File: src/rtl/npu8_pkg.sv
// Shared NPU int8 datapath package: requantizer state encodings, default
// widths and int8 range constants.
package npu8_pkg;

  localparam int DATA_W_DEF = 8;
  localparam int ACC_W_DEF  = 24;
  localparam int LEN_W_DEF  = 16;

  localparam int INT8_MAX = 127;
  localparam int INT8_MIN = -128;

  typedef enum logic [1:0] {
    Q_ACC_IDLE  = 2'd0,
    Q_ACC_ACCUM = 2'd1,
    Q_ACC_ROUND = 2'd2,
    Q_ACC_SAT   = 2'd3
  } q_acc_state_e;

endpackage

File: src/rtl/q_acc_core8_if.sv
// Bus for q_acc_core8: dot-product control, sample stream and result stream.
//
// Handshake semantics: START is a one-cycle request honoured only while BUSY
// is low (no ready, the requester must watch BUSY). INPUT_EN is a valid with
// no back-pressure; samples count only in the ACCUM state and are dropped
// elsewhere. OUTPUT_EN is a one-cycle valid with no ready; Q_OUT and ACC_SAT
// hold their values until the next result. STATE is a debug view of the FSM.
interface q_acc_core8_if #(
  parameter int DATA_W = npu8_pkg::DATA_W_DEF,
  parameter int ACC_W  = npu8_pkg::ACC_W_DEF,
  parameter int LEN_W  = npu8_pkg::LEN_W_DEF
) ();
  import npu8_pkg::*;

  logic                     START;
  logic [LEN_W-1:0]         ACC_LEN;
  logic signed [ACC_W-1:0]  BIAS;
  logic [4:0]               SHIFT;
  logic                     INPUT_EN;
  logic signed [DATA_W-1:0] D_IN;
  logic                     OUTPUT_EN;
  logic signed [DATA_W-1:0] Q_OUT;
  logic                     BUSY;
  logic                     ACC_SAT;
  q_acc_state_e             STATE;

  modport master (
    output START, ACC_LEN, BIAS, SHIFT, INPUT_EN, D_IN,
    input  OUTPUT_EN, Q_OUT, BUSY, ACC_SAT, STATE
  );

  modport slave (
    input  START, ACC_LEN, BIAS, SHIFT, INPUT_EN, D_IN,
    output OUTPUT_EN, Q_OUT, BUSY, ACC_SAT, STATE
  );

endinterface

File: src/rtl/q_round_sat8.sv
// Combinational requantizer: rounding arithmetic right shift of a signed
// accumulator, and an int8 clamp of a previously rounded value.
// Build option: Q_ACC_RELU_EN forces negative rounded values to 0 before
// the clamp.
module q_round_sat8
  import npu8_pkg::*;
#(
  parameter int ACC_W = ACC_W_DEF
) (
  input  logic signed [ACC_W-1:0] acc_i,
  input  logic [4:0]              shift_i,
  output logic signed [ACC_W:0]   rnd_o,
  input  logic signed [ACC_W:0]   rnd_i,
  output logic signed [7:0]       q_o
);

  localparam int W1 = ACC_W + 1;
  localparam logic signed [W1-1:0] CLIP_HI = W1'(INT8_MAX);
  localparam logic signed [W1-1:0] CLIP_LO = W1'(INT8_MIN);

  logic signed [W1-1:0] wide;
  logic signed [W1-1:0] half;
  logic signed [W1-1:0] sum;
  logic signed [W1-1:0] clip_in;

  // One extra bit of headroom so adding the half-LSB never wraps.
  assign wide  = {acc_i[ACC_W-1], acc_i};
  assign half  = (shift_i == 5'd0) ? '0 : (W1'(1) << (shift_i - 5'd1));
  assign sum   = wide + half;
  assign rnd_o = sum >>> shift_i;

  // Optional ReLU, then clamp to the int8 range.
  always_comb begin
    clip_in = rnd_i;
`ifdef Q_ACC_RELU_EN
    if (rnd_i[W1-1]) clip_in = '0;
`endif
    if (clip_in > CLIP_HI)      q_o = 8'(INT8_MAX);
    else if (clip_in < CLIP_LO) q_o = 8'(INT8_MIN);
    else                        q_o = clip_in[7:0];
  end

endmodule

File: src/rtl/q_acc_core8.sv
// q_acc_core8: accumulates ACC_LEN signed int8 products onto a bias with a
// saturating accumulator, then rounds, shifts and clamps the sum to int8.
// Build option: Q_ACC_RELU_EN (handled in q_round_sat8) clamps to 0..127.
module q_acc_core8
  import npu8_pkg::*;
#(
  parameter int DATA_W = DATA_W_DEF,
  parameter int ACC_W  = ACC_W_DEF,
  parameter int LEN_W  = LEN_W_DEF
) (
  input  logic          CLK,
  input  logic          RESET_X,
  q_acc_core8_if.slave  bus
);

  q_acc_state_e             state_q;
  logic signed [ACC_W-1:0]  acc_q;
  logic [LEN_W-1:0]         cnt_q;
  logic [LEN_W-1:0]         len_q;
  logic [4:0]               shift_q;
  logic signed [ACC_W:0]    rnd_q;
  logic signed [DATA_W-1:0] q_out_q;
  logic                     out_en_q;
  logic                     acc_sat_q;

  logic [ACC_W:0]           acc_wide;
  logic [ACC_W:0]           din_wide;
  logic [ACC_W:0]           sum_x;
  logic                     acc_ovf;
  logic signed [ACC_W-1:0]  acc_d;
  logic signed [ACC_W:0]    rnd_d;
  logic signed [7:0]        q_d;

  // Saturating accumulate: overflow shows as disagreement of the top two
  // bits of the one-bit-wider sum; clip towards the sign of the true sum.
  assign acc_wide = {acc_q[ACC_W-1], acc_q};
  assign din_wide = {{(ACC_W + 1 - DATA_W){bus.D_IN[DATA_W-1]}}, bus.D_IN};
  assign sum_x    = acc_wide + din_wide;
  assign acc_ovf  = sum_x[ACC_W] ^ sum_x[ACC_W-1];
  assign acc_d    = acc_ovf ? {sum_x[ACC_W], {(ACC_W-1){~sum_x[ACC_W]}}}
                            : sum_x[ACC_W-1:0];

  q_round_sat8 #(
    .ACC_W   (ACC_W)
  ) u_round_sat (
    .acc_i   (acc_q),
    .shift_i (shift_q),
    .rnd_o   (rnd_d),
    .rnd_i   (rnd_q),
    .q_o     (q_d)
  );

  // Controller: IDLE -> ACCUM (or ROUND for zero length) -> ROUND -> SAT.
  always_ff @(posedge CLK or negedge RESET_X) begin
    if (!RESET_X) begin
      state_q   <= Q_ACC_IDLE;
      acc_q     <= '0;
      cnt_q     <= '0;
      len_q     <= '0;
      shift_q   <= '0;
      rnd_q     <= '0;
      q_out_q   <= '0;
      out_en_q  <= 1'b0;
      acc_sat_q <= 1'b0;
    end else begin
      out_en_q <= 1'b0;
      case (state_q)
        Q_ACC_IDLE: begin
          if (bus.START) begin
            len_q     <= bus.ACC_LEN;
            shift_q   <= bus.SHIFT;
            acc_q     <= bus.BIAS;
            cnt_q     <= '0;
            acc_sat_q <= 1'b0;
            state_q   <= (bus.ACC_LEN == '0) ? Q_ACC_ROUND : Q_ACC_ACCUM;
          end
        end
        Q_ACC_ACCUM: begin
          if (bus.INPUT_EN) begin
            acc_q <= acc_d;
            cnt_q <= cnt_q + LEN_W'(1);
            if (acc_ovf) acc_sat_q <= 1'b1;
            if (cnt_q == len_q - LEN_W'(1)) state_q <= Q_ACC_ROUND;
          end
        end
        Q_ACC_ROUND: begin
          rnd_q   <= rnd_d;
          state_q <= Q_ACC_SAT;
        end
        Q_ACC_SAT: begin
          q_out_q  <= DATA_W'(q_d);
          out_en_q <= 1'b1;
          state_q  <= Q_ACC_IDLE;
        end
        default: state_q <= Q_ACC_IDLE;
      endcase
    end
  end

  assign bus.OUTPUT_EN = out_en_q;
  assign bus.Q_OUT     = q_out_q;
  assign bus.BUSY      = (state_q != Q_ACC_IDLE);
  assign bus.ACC_SAT   = acc_sat_q;
  assign bus.STATE     = state_q;

endmodule

File: src/flat_wrapper.sv
// flat-port wrapper written by rule: the top's interface ports become plain ports
module q_acc_core8_flat import npu8_pkg::*;
#(
  parameter int DATA_W = DATA_W_DEF,
  parameter int ACC_W  = ACC_W_DEF,
  parameter int LEN_W  = LEN_W_DEF
)
  (CLK, RESET_X, bus_START, bus_ACC_LEN, bus_BIAS, bus_SHIFT, bus_INPUT_EN, bus_D_IN, bus_OUTPUT_EN, bus_Q_OUT, bus_BUSY, bus_ACC_SAT, bus_STATE);
  q_acc_core8_if #(.DATA_W(DATA_W), .ACC_W(ACC_W), .LEN_W(LEN_W)) bus_i ();
  input  logic CLK;
  input  logic RESET_X;
  input wire logic [$bits(bus_i.START)-1:0] bus_START;
  input wire logic [$bits(bus_i.ACC_LEN)-1:0] bus_ACC_LEN;
  input wire logic [$bits(bus_i.BIAS)-1:0] bus_BIAS;
  input wire logic [$bits(bus_i.SHIFT)-1:0] bus_SHIFT;
  input wire logic [$bits(bus_i.INPUT_EN)-1:0] bus_INPUT_EN;
  input wire logic [$bits(bus_i.D_IN)-1:0] bus_D_IN;
  output wire logic [$bits(bus_i.OUTPUT_EN)-1:0] bus_OUTPUT_EN;
  output wire logic [$bits(bus_i.Q_OUT)-1:0] bus_Q_OUT;
  output wire logic [$bits(bus_i.BUSY)-1:0] bus_BUSY;
  output wire logic [$bits(bus_i.ACC_SAT)-1:0] bus_ACC_SAT;
  output wire logic [$bits(bus_i.STATE)-1:0] bus_STATE;
  assign bus_i.START = bus_START;
  assign bus_i.ACC_LEN = bus_ACC_LEN;
  assign bus_i.BIAS = bus_BIAS;
  assign bus_i.SHIFT = bus_SHIFT;
  assign bus_i.INPUT_EN = bus_INPUT_EN;
  assign bus_i.D_IN = bus_D_IN;
  assign bus_OUTPUT_EN = bus_i.OUTPUT_EN;
  assign bus_Q_OUT = bus_i.Q_OUT;
  assign bus_BUSY = bus_i.BUSY;
  assign bus_ACC_SAT = bus_i.ACC_SAT;
  assign bus_STATE = bus_i.STATE;
  q_acc_core8 #(.DATA_W(DATA_W), .ACC_W(ACC_W), .LEN_W(LEN_W)) u_core (.CLK(CLK), .RESET_X(RESET_X), .bus(bus_i));
endmodule
File: config.mk
export PLATFORM = sky130hd
export DESIGN_NAME = q_acc_core8_flat
export DESIGN_NICKNAME = d
export VERILOG_FILES = /design/src/rtl/npu8_pkg.sv /design/src/rtl/q_acc_core8_if.sv /design/src/rtl/q_round_sat8.sv /design/src/rtl/q_acc_core8.sv /design/src/flat_wrapper.sv
export SDC_FILE = /design/constraint.sdc
export NUM_CORES = 1
export LEC_CHECK = 0
export ABC_AREA = 0
export BUFFER_PORTS_ARGS = -buffer_cell sky130_fd_sc_hd__buf_2
export CAP_MARGIN = 20
export CORE_MARGIN = 3
export CORE_UTILIZATION = 56
export CTS_CLUSTER_SIZE = 14
export DETAILED_ROUTE_END_ITERATION = 10
export PLACE_DENSITY = 0.86
export SLEW_MARGIN = 15
export SYNTH_ARGS = -nofsm -noshare
export SYNTH_HDL_FRONTEND = slang
export SYNTH_SLANG_ARGS = --single-unit
File: constraint.sdc
create_clock -name CLK -period 3.45 [get_ports CLK]
set_input_delay 0.345 -clock CLK [delete_from_list [all_inputs] [get_ports CLK]]
set_output_delay 0.345 -clock CLK [all_outputs]
set_load 0.005 [all_outputs]
* Yosys cells after proc, flatten, opt, wreduce, memory -nomap -nowiden
Index checks and enable logic that the tools add are counted.
** Storage, ports and cells
- Bits in registers :: 98
- Input bits :: 57
- Output and inout port bits :: 13
- Word-level logic and storage cells :: 57
** Operators by class
- Add/sub/neg operators :: 5
- Magnitude comparators :: 2
- Equal/unequal tests :: 8
- Shift-type cells :: 2
- Multiplexer cells :: 20
- Bitwise operators :: 2
- Reduce and logical (&&, ||, !) cells :: 9
** Operators by type and width (number)
- 2-to-1 mux 24 bit :: 3
- one-hot mux 24 bit (2 select lines) :: 1
- 2-to-1 mux 16 bit :: 2
- one-hot mux 16 bit (2 select lines) :: 1
- adder 24 x 25 -> 25 bit :: 1
- adder 24 x 8 -> 25 bit :: 1
- > comparator 25 x 8 -> 1 bit, second input constant :: 1
- less-than comparator 25 x 8 -> 1 bit, second input constant :: 1
- 2-to-1 mux 25 bit :: 1
- << shifter 1 x 5 -> 25 bit, first input constant :: 1
- >>> shifter 25 x 5 -> 25 bit :: 1
- adder 16 x 1 -> 16 bit, second input constant :: 1
- == test 16 bit :: 1
- logical NOT 16 bit :: 1
- 2-to-1 mux 8 bit :: 2
- subtractor 16 x 1 -> 16 bit, second input constant :: 1
- 2-to-1 mux 2 bit :: 4
- one-hot mux 2 bit (4 select lines) :: 1
- AND reduction 3 bit :: 2
- logical NOT 5 bit :: 1
- subtractor 5 x 1 -> 5 bit, second input constant :: 1
- == test 2 bit, second input constant :: 2
- 2-to-1 mux 1 bit :: 4
- inequality test 2 x 1 -> 1 bit, second input constant :: 2
- other kinds (9) :: 11

* Logic depth before layout (Yosys ltp)
Gate-level depths: netlist of the first run.
- Depth in word-level cells :: 5
- Gate-level depth with buffers :: 17
- Mapped depth without buffers :: 14

* Modules after synthesis
Synthesis of the first run repeated with hierarchy kept, for this count alone.
** Unflattened totals
- Cells, all modules :: 1111
- Area, all modules :: 9327.7 µm²
** Modules (own cells, without submodules)
- q_acc_core8 :: times used 1, cells each 631, area each 6153.4 µm², sequential area each 2452.4 µm²
- q_round_sat8 :: times used 1, cells each 480, area each 3174.3 µm², sequential area each 0.0 µm²

* Worst setup path before layout of the first run
OpenSTA, ideal clock, no wires.
- Path type :: reg-to-reg
- Start point :: reg u_core.shift_q[2]
- End point :: reg u_core.rnd_q[19]
- Setup time :: 0.128 ns
- Data arrival time :: 3.701 ns
- Data required time :: 3.322 ns
- Slack :: -0.379 ns
- Cell stages (with the launch flop) :: 16
- Path buffers :: 3
- Period minus slack after synthesis :: 3.829 ns
- Path through :: dfrtp_1 clkbuf_1 buf_1 nand2_1 nor2_1 ha_1 buf_6 a21oi_1 o21ai_0 or4_1 nor3_2 nor3_1 a221o_1 mux2_2 a2111oi_2 nor2_1
** On the way
- Cells in the longest elaborated chain, start to end :: 5
- Elaborated cells on any way between the ends :: 6
- Classes of those cells :: add/sub (2); shift (2); mux (1); reduce/logical (1)
** RTL lines
- start, declared :: line q_acc_core8.sv:20 : logic [4:0] shift_q;
- start signal, assigned :: line q_acc_core8.sv:71 : shift_q <= bus.SHIFT;
- subtractor 5 x 1 -> 5 bit :: line q_round_sat8.sv:28 : assign half = (shift_i == 5'd0) ? '0 : (W1'(1) << (shift_i - 5'd1));
- << shifter 1 x 5 -> 25 bit :: line q_round_sat8.sv:28
- 2-to-1 mux 25 bit :: line q_round_sat8.sv:28
- adder 24 x 25 -> 25 bit :: line q_round_sat8.sv:29 : assign sum = wide + half;
- >>> shifter 25 x 5 -> 25 bit (*) :: line q_round_sat8.sv:30 : assign rnd_o = sum >>> shift_i;
- end signal, assigned :: line q_acc_core8.sv:87 : rnd_q <= rnd_d;
- end, declared :: line q_acc_core8.sv:21 : logic signed [ACC_W:0] rnd_q;
Every way passes the cells marked *; elsewhere a longest branch is shown, timed or not.
A chain may end at the register's enable or synchronous reset.

* Worst setup path after layout of the first run
- Start point :: reg u_core.shift_q[0]
- End point :: reg u_core.rnd_q[12]
Same word-level chain as after synthesis.

==> results of run 1 <==
worst max-delay path: stages (launching register included):
cell and delay (ns):
dfrtp_1 0.44, buf_6 0.17, nand2b_4 0.13, nor2_2 0.06, ha_2 0.19, fa_2 0.42, nand3_2 0.12, a21o_1 0.15
buf_4 0.12, a211oi_4 0.08, o21a_4 0.24, buf_4 0.15, or3_1 0.41, a21oi_2 0.21, nor3_1 0.09, buf_4 0.15
buf_4 0.13, o21ai_1 0.24, a21oi_1 0.12
flip-flops by register name, summed over array words and instances (netlist names):
signal,flops
u_core.acc_q,24
u_core.bus.ACC_SAT,1
u_core.bus.OUTPUT_EN,1
u_core.bus.Q_OUT,8
u_core.bus.STATE,2
u_core.cnt_q,16
u_core.len_q,16
u_core.rnd_q,25
u_core.shift_q,5
layout make-up:
class,instances,share of cell area
flip-flops and latches,98,0.183
repair buffers,319,0.179
well taps,216,0.0201
clock inverters,6,0.00783
multi-input cells,966,0.583
clock buffers,10,0.0178
inverters,31,0.00885
worst max-delay path by stage:
stage                     depth (start not counted)                      endpoint  slack [ns]                          start
after floorplan                                  14  u_core.rnd_q[19]$_DFFE_PN0P_       -0.02  u_core.shift_q[3]$_DFFE_PN0P_
after global placement                           15  u_core.rnd_q[16]$_DFFE_PN0P_       -0.44  u_core.shift_q[0]$_DFFE_PN0P_
after detailed placement                         15  u_core.rnd_q[16]$_DFFE_PN0P_       -0.45  u_core.shift_q[0]$_DFFE_PN0P_
after CTS                                        17  u_core.rnd_q[21]$_DFFE_PN0P_       -0.08  u_core.shift_q[4]$_DFFE_PN0P_
after global routing                             19  u_core.rnd_q[12]$_DFFE_PN0P_       -0.34  u_core.shift_q[3]$_DFFE_PN0P_
final                                            18  u_core.rnd_q[12]$_DFFE_PN0P_       -0.31  u_core.shift_q[0]$_DFFE_PN0P_
stage by stage:
step / utilization / hold slack [ns] / area [um^2]
4_1_cts: 0.769 / 0.0395 / 12300
6_report: 0.836 / 0.0158 / 13400
3_3_place_gp: 0.693 / 0.422 / 11100
5_1_grt: 0.836 / 0.0936 / 13400
2_1_floorplan: - / 0.0494 / 9380
3_5_place_dp: 0.693 / 0.428 / 11100
layout by cell type (no fill, tap or decap), types with 13 or more instances in the layout:
cell / instances
buf_4: 211
nor2_1: 120
dfrtp_1: 94
nand2_1: 91
a21oi_1: 72
buf_2: 68
o21ai_0: 46
buf_6: 35
ha_1: 34
xor2_1: 32
xnor2_1: 31
mux2_2: 30
inv_1: 26
nand4_1: 24
a21o_1: 24
nand3_1: 23
mux2i_1: 20
nor4_1: 18
a21boi_0: 18
nor2_4: 17
o211ai_1: 17
a21oi_2: 16
ha_4: 16
nor2_2: 14
nor2b_1: 13
nor3_1: 13
repair_timing:
item,4_1_cts,5_1_grt
gates resized for setup,131,173
setup buffers,37,30
setup endpoints to repair,24,41
gates cloned,0,0
hold buffers,0,0
pin swaps,61,73
where the power goes:
part / switching [mW] / internal (mW) / total [mW]
Combinational: 6.78 / 5.41 / 12.2
Sequential: 0.672 / 1.68 / 2.35
Clock: 0.550 / 0.675 / 1.22
cells by family after synthesis:
| family | count (synthesis) |
|---|---|
| simple gates | 412 |
| compound gates | 368 |
| flops | 98 |
| buf+inv | 91 |
| xor+xnor | 68 |
| mux | 62 |
| fa+ha+maj | 56 |
layer usage:
metal | vias up | GRT usage | part of all wire
li1 | 4859 | - | -
met1 | 5321 | 0.458 | 0.35
met2 | 870 | 0.640 | 0.47
met3 | 298 | 0.0443 | 0.095
met4 | 0 | 0.167 | 0.080
met5 | - | 0 | 0
==> run_results.csv, run 1 <==
group,metric,value,unit
status,status,"finished, violations left",
status,violations,"negative setup slack",
critical_path,critPathKind,"reg -> reg",
sta,clock_skew,0.0204,ns
cts,insertion_delay,0.37,ns
grt,grt_max_degree,54,
placed_design,port-buffer-count,69,
synthesis,synth_xor_area_frac,0.0652,
placed_design,place_ws,-0.451,ns
synthesis,syn_nets,1268,
placed_design,gp_routability_congestion,1.03,
placed_design,hpwl,25100,um
sta,max_clock_freq,0.266,GHz
die,fp-row-count,46,
grt,first_global_vias,10308,
critical_path,r2r_slack,-0.31,ns
cells_and_area,finalNetCount,1538,
synthesis,synthMuxAreaShare,0.0770,
grt,track_usage,0.368,
routing,first_iter_violations,1426,
synthesis,synth_top_area_frac,0.265,
synthesis,synth_area_per_cell,8.01,um^2
sta,setup_ws,-0.313,ns
cells_and_area,nFillCells,900,
worst_hold_path,hold_path_class,"in -> async",
routing,vias_per_cell,6.89,
cells_and_area,syn_to_final_growth,45.1,%
critical_path,endpoint_kind,"flop",
synthesis,syn_area,9260,um^2
synthesis,ys_seq_area_frac,0.265,
synthesis,synth.area.top_cells,"dfrtp_1 (26%), ha_1 (7.3%), nor2_1 (6.1%)",
die,io_pins,70,
critical_path,start_kind,"flop",
routing,wl_per_cell,23.8,um
synthesis,synthArstFlopShare,1.00,
routing,post-route-drc-count,0,
cts,clock-sinks,98,
grt,antenna_found_initial,0,
cts,cts_tree,"built",
die,initial_core_util,0.576,
sta,slew_headroom,0.301,
cells_and_area,fin_cells,1646,
power,p_per_area,1170,nW/um^2
synthesis,yosys_most_used_dff,"dfrtp_1",
placed_design,place_inst,1569,
routing,antenna_left,0,
power,power,15.8,mW
synthesis,ys_ff_latch,98,
cells_and_area,multi_input_area,7830,um^2
synthesis,synth_compound_gate_area_share,0.268,
critical_path,r2r_start,"u_core.shift_q[0]$_DFFE_PN0P_",
cts,htreeDepth,3,
synthesis,synth_top_family_by_area,"compound AO/OA/AOI/OAI gates",
die,die_w,135,um
synthesis,yosys.area.top_type,"dfrtp_1",
synthesis,netlist_top_cells_count,"nor2_1 (151), nand2_1 (107), dfrtp_1 (98)",
sta,finalSetupTns,-4.19,ns
cts,cts-root-buf,"clkbuf_16",
die,coreArea,16100,um^2
cts,cts.path.max_buffers,2,
synthesis,synth_cell_type_count,83,
synthesis,synth-edff-count,0,
synthesis,ys_warn_count,0,
critical_path,crit_required,3.69,ns
critical_path,path_max_fanout,6,
sta,rsz0062_at_grt,"true",
cells_and_area,seqCellArea,2460,um^2
synthesis,synthSimpleGateAreaFrac,0.209,
sta,finalCriticalPeriod,3.76,ns
synthesis,synth_most_common_cell,"nor2_1",
sta,hold_viol,0,
critical_path,worstPathArrival,4.00,ns
cts,cts.clk_slew.worst_paths,0.09,ns
cells_and_area,antennaDiodeCount,0,
grt,grt_pass1_wl,53400,um
routing,wl,39300,um
die,die_y,135,um
cells_and_area,drive_gt1_frac,0.404,
sta,fin_crit_sh,1.09,
die,die-area,18100,um^2
synthesis,netlist_instances,1155,
critical_path,reg2reg_to,"u_core.rnd_q[12]$_DFFE_PN0P_",
synthesis,synth_adder_area_share,0.0773,
grt,grt_overflow,0,
power,power.leakage,5.79,nW
routing,dr.pass1.iters,6,
cts,cts_buffers,9,
sta,tightest_slew,1.04,ns
flow_run,cap_violations,0,
power,vdd.ir_drop.worst,755,uV
sta,setup_violations,24,
sta,finalMaxSlewViolations,0,
routing,vias,11348,
critical_path,rr_worst_depth,18,
Note: power is estimated with default switching activity, not from simulation.
==> run 2, diff against run 1 <==
Settings changed: CORE_UTILIZATION 56 to 57, CTS_BUF_LIST from default to sky130_fd_sc_hd__clkbuf_4, PLACE_DENSITY 0.86 to 0.87.
==> run_results.csv, run 2 (synthesized netlist as in run 1, its figures left out) <==
group,metric,value,unit
routing,vias_per_cell,6.71,
die,io_pins,70,
critical_path,endpoint_kind,"flop",
routing,wl,35100,um
critical_path,r2r_start,"u_core.shift_q[0]$_DFFE_PN0P_",
power,power,14.2,mW
routing,wl_per_cell,21.8,um
die,coreArea,15500,um^2
cts,cts-root-buf,"clkbuf_4",
flow_run,cap_violations,0,
power,p_per_area,1130,nW/um^2
grt,track_usage,0.370,
sta,whs,0.0555,ns
cts,cts_tree,"built",
worst_hold_path,min_path_cells,2,
cells_and_area,final_common_cell,"buf_4",
worst_hold_path,worstHoldStart,"bus_ACC_LEN[8]",
die,initial_core_util,0.596,
grt,first_global_vias,10435,
sta,rsz0062_at_grt,"true",
sta,fin_crit_sh,1.10,
cells_and_area,reg.largest.list,"u_core.rnd_q: 25 flops, u_core.acc_q: 24 flops",
die,die_y,133,um
critical_path,reg2reg_to,"u_core.rnd_q[3]$_DFFE_PN0P_",
status,violations,"negative setup slack",
placed_design,place_ws,-0.378,ns
status,status,"finished, violations left",
die,die-area,17800,um^2
power,power.leakage,5.44,nW
sta,slew_headroom,0.550,
cts,cts.clk_slew.worst_paths,0.21,ns
routing,first_iter_violations,1382,
critical_path,critPathLaunch,"u_core.shift_q[0]$_DFFE_PN0P_",
sta,tightest_slew,0.669,ns
cells_and_area,fin_util,0.803,
die,fp-row-count,45,
placed_design,gp_routability_congestion,1.04,
grt,grt_max_degree,78,
cts,insertion_delay,0.51,ns
cells_and_area,final_cell_mix,"buf_4 (191), nor2_1 (129), nand2_1 (93)",
cts,htreeDepth,3,
placed_design,place_inst,1549,
sta,hold_viol,0,
sta,setup_violations,23,
sta,max_clock_freq,0.263,GHz
critical_path,start_kind,"flop",
sta,clock_skew,0.0342,ns
cts,clock-sinks,98,
critical_path,critPathKind,"reg -> reg",
cells_and_area,largest_reg_flops,25,
cells_and_area,drive_gt1_frac,0.361,
critical_path,worstPathArrival,4.17,ns
cells_and_area,fin_cells,1608,
routing,antenna_left,0,
sta,finalMaxSlewViolations,0,
cells_and_area,largest_register,"u_core.rnd_q",
placed_design,port-buffer-count,69,
critical_path,rr_worst_depth,15,
placed_design,hpwl,24500,um
grt,grt_overflow,0,
worst_hold_path,hold_path_class,"in -> reg",
routing,vias,10796,
cts,cts.path.max_buffers,2,
worst_hold_path,hold_end,"u_core.len_q[8]$_DFFE_PN0P_",
critical_path,path_max_fanout,5,
routing,dr.pass1.iters,9,
die,die_w,133,um
power,vdd.ir_drop.worst,631,uV
grt,grt_pass1_wl,53600,um
routing,post-route-drc-count,0,
cells_and_area,syn_to_final_growth,34.8,%
cells_and_area,finalNetCount,1504,
critical_path,r2r_slack,-0.35,ns
sta,finalCriticalPeriod,3.80,ns
grt,antenna_found_initial,1,
sta,finalSetupTns,-5.88,ns
cells_and_area,design_area,12500,um^2
placed_design,postPlaceCellArea,11000,um^2
sta,setup_ws,-0.350,ns
cts,cts_buffers,9,
critical_path,crit_required,3.82,ns
-- run 2: final cells by class --
cell class,instances,area [um^2]
Antenna cell,1,2.50
Inverter,31,121
Clock buffer,9,67.6
Multi-Input combinational cell,966,7390
Clock inverter,7,78.8
Tap cell,211,264
Fill cell,999,3060
Timing Repair Buffer,285,2090
Sequential cell,98,2460
-- run 2: routing by layer --
| layer | up-vias | part of all wire | global-route usage |
|---|---|---|---|
| li1 | 4786 | - | - |
| met1 | 5114 | 0.37 | 0.455 |
| met2 | 709 | 0.48 | 0.643 |
| met3 | 187 | 0.089 | 0.0427 |
| met4 | 0 | 0.062 | 0.188 |
| met5 | - | 0 | 0 |
-- run 2: what timing repair did --
item	in CTS	in global routing
endpoints found under the setup margin	24	46
pin swaps	56	22
hold buffers	1	0
gates cloned	0	1
resized for setup	158	57
buffers inserted	32	9
hold endpoints to repair	20	0
-- run 2: critical path, cell delays in order (launching register included) --
cell and delay, ns:
dfrtp_2 0.52, buf_6 0.15, nand2b_4 0.09, buf_6 0.12
nor2_1 0.05, ha_1 0.41, buf_4 0.19, nand2_1 0.07
o21ai_1 0.34, a31oi_2 0.22, o21bai_2 0.34, nor2_2 0.07
a221o_1 0.37, mux2_4 0.33, o211ai_1 0.25, a41oi_1 0.14
-- run 2: worst max path at each step --
| stage | end |
|---|---|
| 2_1_floorplan | u_core.rnd_q[19]$_DFFE_PN0P_ |
| 3_3_place_gp | u_core.rnd_q[1]$_DFFE_PN0P_ |
| 3_5_place_dp | u_core.rnd_q[1]$_DFFE_PN0P_ |
| 4_1_cts | u_core.rnd_q[11]$_DFFE_PN0P_ |
| 5_1_grt | u_core.rnd_q[19]$_DFFE_PN0P_ |
| 6_report | u_core.rnd_q[3]$_DFFE_PN0P_ |
-- run 2: report_power, final --
group,leakage [nW],internal (mW),total [mW],switching [mW]
sequential,1.16,1.67,2.30,0.622
clock,0.0785,0.173,0.673,0.500
combinational,4.20,5.00,11.2,6.19
